$ cat src/rtl/pico_rtc_pkg.sv
// RTC register map, port-to-address table and write-sequencer state encoding
// shared by the PicoBlaze write queue; pure declarations, no timing or flow control.
package pico_rtc_pkg;

  localparam logic [7:0] ADDR_SEG    = 8'h21;
  localparam logic [7:0] ADDR_MIN    = 8'h22;
  localparam logic [7:0] ADDR_HORA   = 8'h23;
  localparam logic [7:0] ADDR_DIA    = 8'h24;
  localparam logic [7:0] ADDR_MES    = 8'h25;
  localparam logic [7:0] ADDR_ANO    = 8'h26;
  localparam logic [7:0] ADDR_T_HORA = 8'h41;
  localparam logic [7:0] ADDR_T_MIN  = 8'h42;
  localparam logic [7:0] ADDR_T_SEG  = 8'h43;

  // Element 0 is the rightmost byte; channels 9..15 are unpopulated.
  localparam logic [15:0][7:0] ADDR_TABLE = {
    {7{8'h00}},
    ADDR_T_SEG, ADDR_T_MIN, ADDR_T_HORA,
    ADDR_SEG, ADDR_MIN, ADDR_HORA,
    ADDR_ANO, ADDR_MES, ADDR_DIA
  };

  typedef enum logic [1:0] {
    ST_IDLE = 2'd0,
    ST_REQ  = 2'd1,
    ST_GAP  = 2'd2
  } wr_state_t;

  function automatic logic [7:0] rtc_addr(input logic [3:0] ch);
    return ADDR_TABLE[ch];
  endfunction

endpackage

$ cat src/rtl/pico_wr_fifo.sv
// Synchronous FIFO of DEPTH entries, head shown combinationally; a push while full is
// accepted only when a pop happens at the same edge, otherwise it is refused.
module pico_wr_fifo #(
  parameter int WIDTH = 16,
  parameter int DEPTH = 4
) (
  input  logic                   clk,
  input  logic                   rst,
  input  logic                   push,
  input  logic                   pop,
  input  logic [WIDTH-1:0]       wdata,
  output logic [WIDTH-1:0]       rdata,
  output logic                   full,
  output logic                   empty,
  output logic [$clog2(DEPTH):0] count
);

  localparam int PTR_W = $clog2(DEPTH);
  localparam int CNT_W = PTR_W + 1;

  logic [WIDTH-1:0] mem [DEPTH];
  logic [PTR_W-1:0] wr_ptr;
  logic [PTR_W-1:0] rd_ptr;
  logic             do_push;
  logic             do_pop;

  assign full    = (count == CNT_W'(DEPTH));
  assign empty   = (count == '0);
  assign do_pop  = pop && !empty;
  assign do_push = push && (!full || do_pop);
  assign rdata   = mem[rd_ptr];

  always_ff @(posedge clk) begin
    if (do_push) begin
      mem[wr_ptr] <= wdata;
    end
  end

  // Power-of-two depth lets the pointers wrap naturally.
  always_ff @(posedge clk or posedge rst) begin
    if (rst) begin
      wr_ptr <= '0;
      rd_ptr <= '0;
      count  <= '0;
    end else begin
      if (do_push) begin
        wr_ptr <= wr_ptr + PTR_W'(1);
      end
      if (do_pop) begin
        rd_ptr <= rd_ptr + PTR_W'(1);
      end
      case ({do_push, do_pop})
        2'b10:   count <= count + CNT_W'(1);
        2'b01:   count <= count - CNT_W'(1);
        default: count <= count;
      endcase
    end
  end

endmodule

$ cat src/rtl/pico_wr_queue.sv
// Decodes PicoBlaze port writes into {RTC address, data} entries, queues them and offers
// the head to the RTC sequencer; push-to-request is 2 edges; writes to a full queue are dropped (sticky ovf).
module pico_wr_queue
  import pico_rtc_pkg::*;
#(
  parameter logic [7:0] PORT_BASE = 8'h13,
  parameter int         NUM_CH    = 9,
  parameter int         DATA_W    = 8,
  parameter int         ADDR_W    = 8,
  parameter int         DEPTH     = 4,
  parameter logic [7:0] CLR_PORT  = 8'h1F
) (
  input  logic                   clk,
  input  logic                   reset,
  input  logic [7:0]             port_id,
  input  logic                   write_strobe,
  input  logic [DATA_W-1:0]      out_port,
  input  logic                   wr_done,
  output logic [ADDR_W-1:0]      ADD,
  output logic [DATA_W-1:0]      out_data_wr,
  output logic                   en_progra,
  output logic                   Sw,
  output logic                   full,
  output logic                   ovf,
  output logic [$clog2(DEPTH):0] pending
);

  localparam int         ENT_W   = ADDR_W + DATA_W;
  localparam logic [8:0] NUM_CH9 = 9'(NUM_CH);

  logic [7:0]       ch_off;
  logic             in_win;
  logic             push;
  logic             pop;
  logic             clr;
  logic             ovf_set;
  logic             fifo_empty;
  logic             load_head;
  logic [ENT_W-1:0] wr_ent;
  logic [ENT_W-1:0] head;
  wr_state_t        state;
  wr_state_t        state_nxt;

  // Reject ports below the base first so the 8-bit offset never wraps into the window.
  assign ch_off  = port_id - PORT_BASE;
  assign in_win  = (port_id >= PORT_BASE) && ({1'b0, ch_off} < NUM_CH9);
  assign push    = write_strobe && in_win;
  assign clr     = write_strobe && (port_id == CLR_PORT);
  assign pop     = (state == ST_REQ) && wr_done;
  assign ovf_set = push && full && !pop;
  assign wr_ent  = {ADDR_W'(rtc_addr(ch_off[3:0])), out_port};

  pico_wr_fifo #(
    .WIDTH (ENT_W),
    .DEPTH (DEPTH)
  ) u_fifo (
    .clk   (clk),
    .rst   (reset),
    .push  (push),
    .pop   (pop),
    .wdata (wr_ent),
    .rdata (head),
    .full  (full),
    .empty (fifo_empty),
    .count (pending)
  );

  always_comb begin
    state_nxt = state;
    en_progra = 1'b0;
    Sw        = 1'b0;
    load_head = 1'b0;
    case (state)
      ST_IDLE: begin
        if (!fifo_empty) begin
          state_nxt = ST_REQ;
          load_head = 1'b1;
        end
      end
      ST_REQ: begin
        en_progra = 1'b1;
        Sw        = 1'b1;
        if (wr_done) begin
          state_nxt = ST_GAP;
        end
      end
      ST_GAP: begin
        if (!fifo_empty) begin
          state_nxt = ST_REQ;
          load_head = 1'b1;
        end else begin
          state_nxt = ST_IDLE;
        end
      end
      default: state_nxt = ST_IDLE;
    endcase
  end

  always_ff @(posedge clk or posedge reset) begin
    if (reset) begin
      state <= ST_IDLE;
    end else begin
      state <= state_nxt;
    end
  end

  // Head is captured on entry to REQ so it stays stable for the whole request.
  always_ff @(posedge clk or posedge reset) begin
    if (reset) begin
      ADD         <= '0;
      out_data_wr <= '0;
    end else if (load_head) begin
      {ADD, out_data_wr} <= head;
    end
  end

  always_ff @(posedge clk or posedge reset) begin
    if (reset) begin
      ovf <= 1'b0;
    end else if (ovf_set) begin
      ovf <= 1'b1;
    end else if (clr) begin
      ovf <= 1'b0;
    end
  end

endmodule
$ cat config.mk
export PLATFORM = sky130hd
export DESIGN_NAME = pico_wr_queue
export DESIGN_NICKNAME = d
export VERILOG_FILES = /design/src/rtl/pico_rtc_pkg.sv /design/src/rtl/pico_wr_fifo.sv /design/src/rtl/pico_wr_queue.sv
export SDC_FILE = /design/constraint.sdc
export NUM_CORES = 1
export LEC_CHECK = 0
export CORE_MARGIN = 3
export CORE_UTILIZATION = 36
export DETAILED_ROUTE_END_ITERATION = 10
export GPL_TIMING_DRIVEN = 0
export HOLD_SLACK_MARGIN = 0.02
export PLACE_DENSITY = 0.66
export SETUP_SLACK_MARGIN = 0.15
export SLEW_MARGIN = 10
export SYNTH_ARGS = -nofsm -noshare
export SYNTH_HDL_FRONTEND = slang
export SYNTH_SLANG_ARGS = --single-unit
export TNS_END_PERCENT = 100
$ cat constraint.sdc
create_clock -name clk -period 3.23 [get_ports clk]
set_input_delay 0.969 -clock clk [delete_from_list [all_inputs] [get_ports clk]]
set_output_delay 0.969 -clock clk [all_outputs]
set_load 0.01 [all_outputs]
==> flow_summary.toml <==
[synthesis]
synthArstFlopShare_pct = 30.67
ys_seq_area_share_pct = 65.87
synth_edf_count = 52
syn_avg_cell_area_um2 = 16.55
synth.top_cells.by_count = "edfxtp_1, dfrtp_1, mux2_2"
syn_area_um2 = 3244
synth-seq-cells = 75
yosys-top-cells-area = "edfxtp_1, dfrtp_1, mux4_2, mux2_2, ha_1"
syn_inst = 196
yosysTopAreaCell = "edfxtp_1"
yosysTopAreaCellShare_pct = 48.13
synthFlopType = "edfxtp_1"
yosysMostFrequentCell = "edfxtp_1"
ys_warn_count = 0
ys_types = 37

[power]
switching_share_pct = 27.66
p_switching_mw = 0.8681
intPower_mw = 2.270
seqPwrFrac_pct = 41.3
leakage_nw = 1.515
power.density_nw_per_um2 = 771.7
irDropWorstVdd_mv = 0.2489
power_frac_clock_pct = 24.7
comb_power_share_pct = 34.0
power_mw = 3.138

[final_layout]
n_antenna_cell = 0
drive_gt1_share_pct = 27.34
final_util_pct = 46.63
nets = 280
final_cells = 364
syn2layout_area_growth_pct = 25.34
post-route-cell-area_um2 = 4066

[worst_setup_path]
crit_type = "in2reg"
critical_path.endpoint = "u_fifo.count[2]"
path_max_fanout = 10
cp.depth = 11
critical_path.max_stage_delay_ns = 0.37
crit_path_top_delay_cell = "fa_1"
cp-start-kind = "primary input"
critPathArrivalTime_ns = 3.22
crit_buf_inv = 2
r2r-end = "u_fifo.count[2]"
r2r-start = "state[1]"
r2r_cells = 10
crit_path_start = "port_id[0]"
crit_path_cell_trace = "clkdlybuf4s18_2 -> ha_2 -> mux2_4 -> a32oi_2 -> nor4b_4 -> inv_1 -> ha_4 -> fa_1 -> xnor2_1 -> nor2_1 -> xor2_1"
cp.required_ns = 3.46
cp-end-kind = "flip-flop"
path_delay_family = "adder cells"
r2r_slack_ns = 0.92

[global_route]
antenna_found_initial = 0
grtUsageTotal_pct = 11.76
grt_max_degree = 24
met3_usage_pct = 2.907
grt_pass1_wl_mm = 8.949
grt_pass1_vias = 1802
gr-max-usage-layer = "met2"
use_met1_pct = 15.06
grt_overflow = 0
use_met2_pct = 18.63

[drt]
ant_nets = 0
drc = 0
drtIter0Drc = 72
firstDrtPassIters = 4
viasPerCell = 4.920
wl_per_cell_um = 15.34
num_vias = 1791
wirelength_mm = 5.584

[sta]
final-setup-viol-count = 0
max_slew_margin_pct = 38.77
drv_slew = 0
max_freq_ghz = 0.3347
setup_ws_ns = 0.2420
rsz0062_at_grt = "false"
worst_slew_pin_slew_ns = 0.9175
fin_crit_sh_pct = 92.51
finClkSkew_ns = 0.009160
hold_viol = 0
finalCriticalPeriod_ns = 2.988

[clocking]
tritoncts = "yes"
clock_path_buffers = 2
cts_root_buffer = "clkbuf_8"
cts_buffers = 9
cts_sinks = 75
ctsHoldBuffers = 0
clk_pin_slew_ns = 0.08
htreeDepth = 3
clock_latency_ns = 0.34

[floorplanning]
std_cell_rows = 34
dieArea_um2 = 10190
die_h_um = 100.9
core_area_um2 = 8721
initial_utilization_pct = 37.20
fp.dieW_um = 100.9
ios = 43

[flow_run]
maxCapViolCount = 0

[placed_design]
post-place-cells = 345
post-place-ws_ns = -0.6942
portBuffers = 39
dp_hpwl_mm = 3.630
gp_congestion = 0.7509
placed_area_um2 = 3777

[run_status]
status = "completed"

[worst_hold_path]
hold_path.class = "reg2reg"
## stage by stage
stage	hold WS (ns)	TNS (ns)
after floorplan	0.5297	0
after global placement	0.4889	-18.44
after detailed placement	0.4878	-18.83
after CTS	0.5118	0
after global routing	0.5171	0
final	0.5088	0
## sequential cells by signal, summed over array words and instances, names as in the netlist
name,cells
out_data_wr,8
u_fifo.rd_ptr,2
ADD,5
ovf,1
u_fifo.count,3
u_fifo.wr_ptr,2
u_fifo.mem,52
state,2
## power groups by stage
stage | clock [mW] | combinational, mW | sequential, mW
5_1_grt | 0.836 | 1.17 | 1.32
3_5_place_dp | 0 | 1.07 | 1.32
4_1_cts | 0.787 | 1.08 | 1.30
2_1_floorplan | 0 | 0.620 | 1.35
3_3_place_gp | 0 | 1.06 | 1.32
6_report | 0.774 | 1.07 | 1.30
## worst min path at each step
stage	startpoint	endpoint	slack (ns)	cells after the start
floorplan	ovf	ovf	0.53	2
global placement	out_data_wr[3]	out_data_wr[3]	0.49	1
detailed placement	ovf	ovf	0.49	2
CTS	out_data_wr[1]	out_data_wr[1]	0.51	1
global route	out_data_wr[1]	out_data_wr[1]	0.52	1
finish	out_data_wr[1]	out_data_wr[1]	0.51	1
## logic make-up after synthesis
logic type,after synthesis,share of synthesized area [%]
flops,75,65.87
simple gates,31,5.438
mux,29,14.81
compound gates,23,5.052
buf+inv,21,3.124
fa+ha+maj,9,3.702
xor+xnor,7,1.890
other cells,1,0.1156
## cell usage in the layout, fill, tap and decap left out, types with 2 or more instances in the layout
| cell type | instances |
|---|---|
| xnor2_1 | 5 |
| clkbuf_8 | 11 |
| dfrtp_1 | 23 |
| nand2_1 | 6 |
| and2_2 | 4 |
| a21oi_1 | 6 |
| inv_1 | 9 |
| nor3_1 | 3 |
| clkbuf_1 | 4 |
| conb_1 | 3 |
| buf_2 | 2 |
| o31ai_1 | 3 |
| mux2_4 | 2 |
| xor2_1 | 2 |
| dlymetal6s2s_1 | 3 |
| edfxtp_1 | 52 |
| ha_1 | 6 |
| o21ai_0 | 3 |
| a31oi_1 | 2 |
| mux2_2 | 14 |
| clkdlybuf4s50_1 | 34 |
| mux4_2 | 13 |
| buf_4 | 8 |
| nor2_1 | 11 |
## layer usage
layer | part of all wire (%) | up-vias
met3 | 4.5 | 9
met2 | 50 | 46
li1 | - | 849
met4 | 2.0 | 0
met1 | 43 | 887
met5 | 0 | -
## repair_timing
| item | in CTS | in global routing |
|---|---|---|
| pin swaps | 1 | 2 |
| setup buffers | 1 | 2 |
| setup endpoints to repair | 54 | 2 |
| gates resized for setup | 5 | 15 |
## final cells by class
class,instances,area [µm²]
Buffer,11,70.07
Clock buffer,13,180.2
Clock inverter,3,41.29
Fill cell,748,4654
Inverter,10,37.54
Multi-Input combinational cell,102,1050
Sequential cell,75,2137
Tap cell,108,135.1
Timing Repair Buffer,42,415.4
Power figures use the tool's default switching activity.
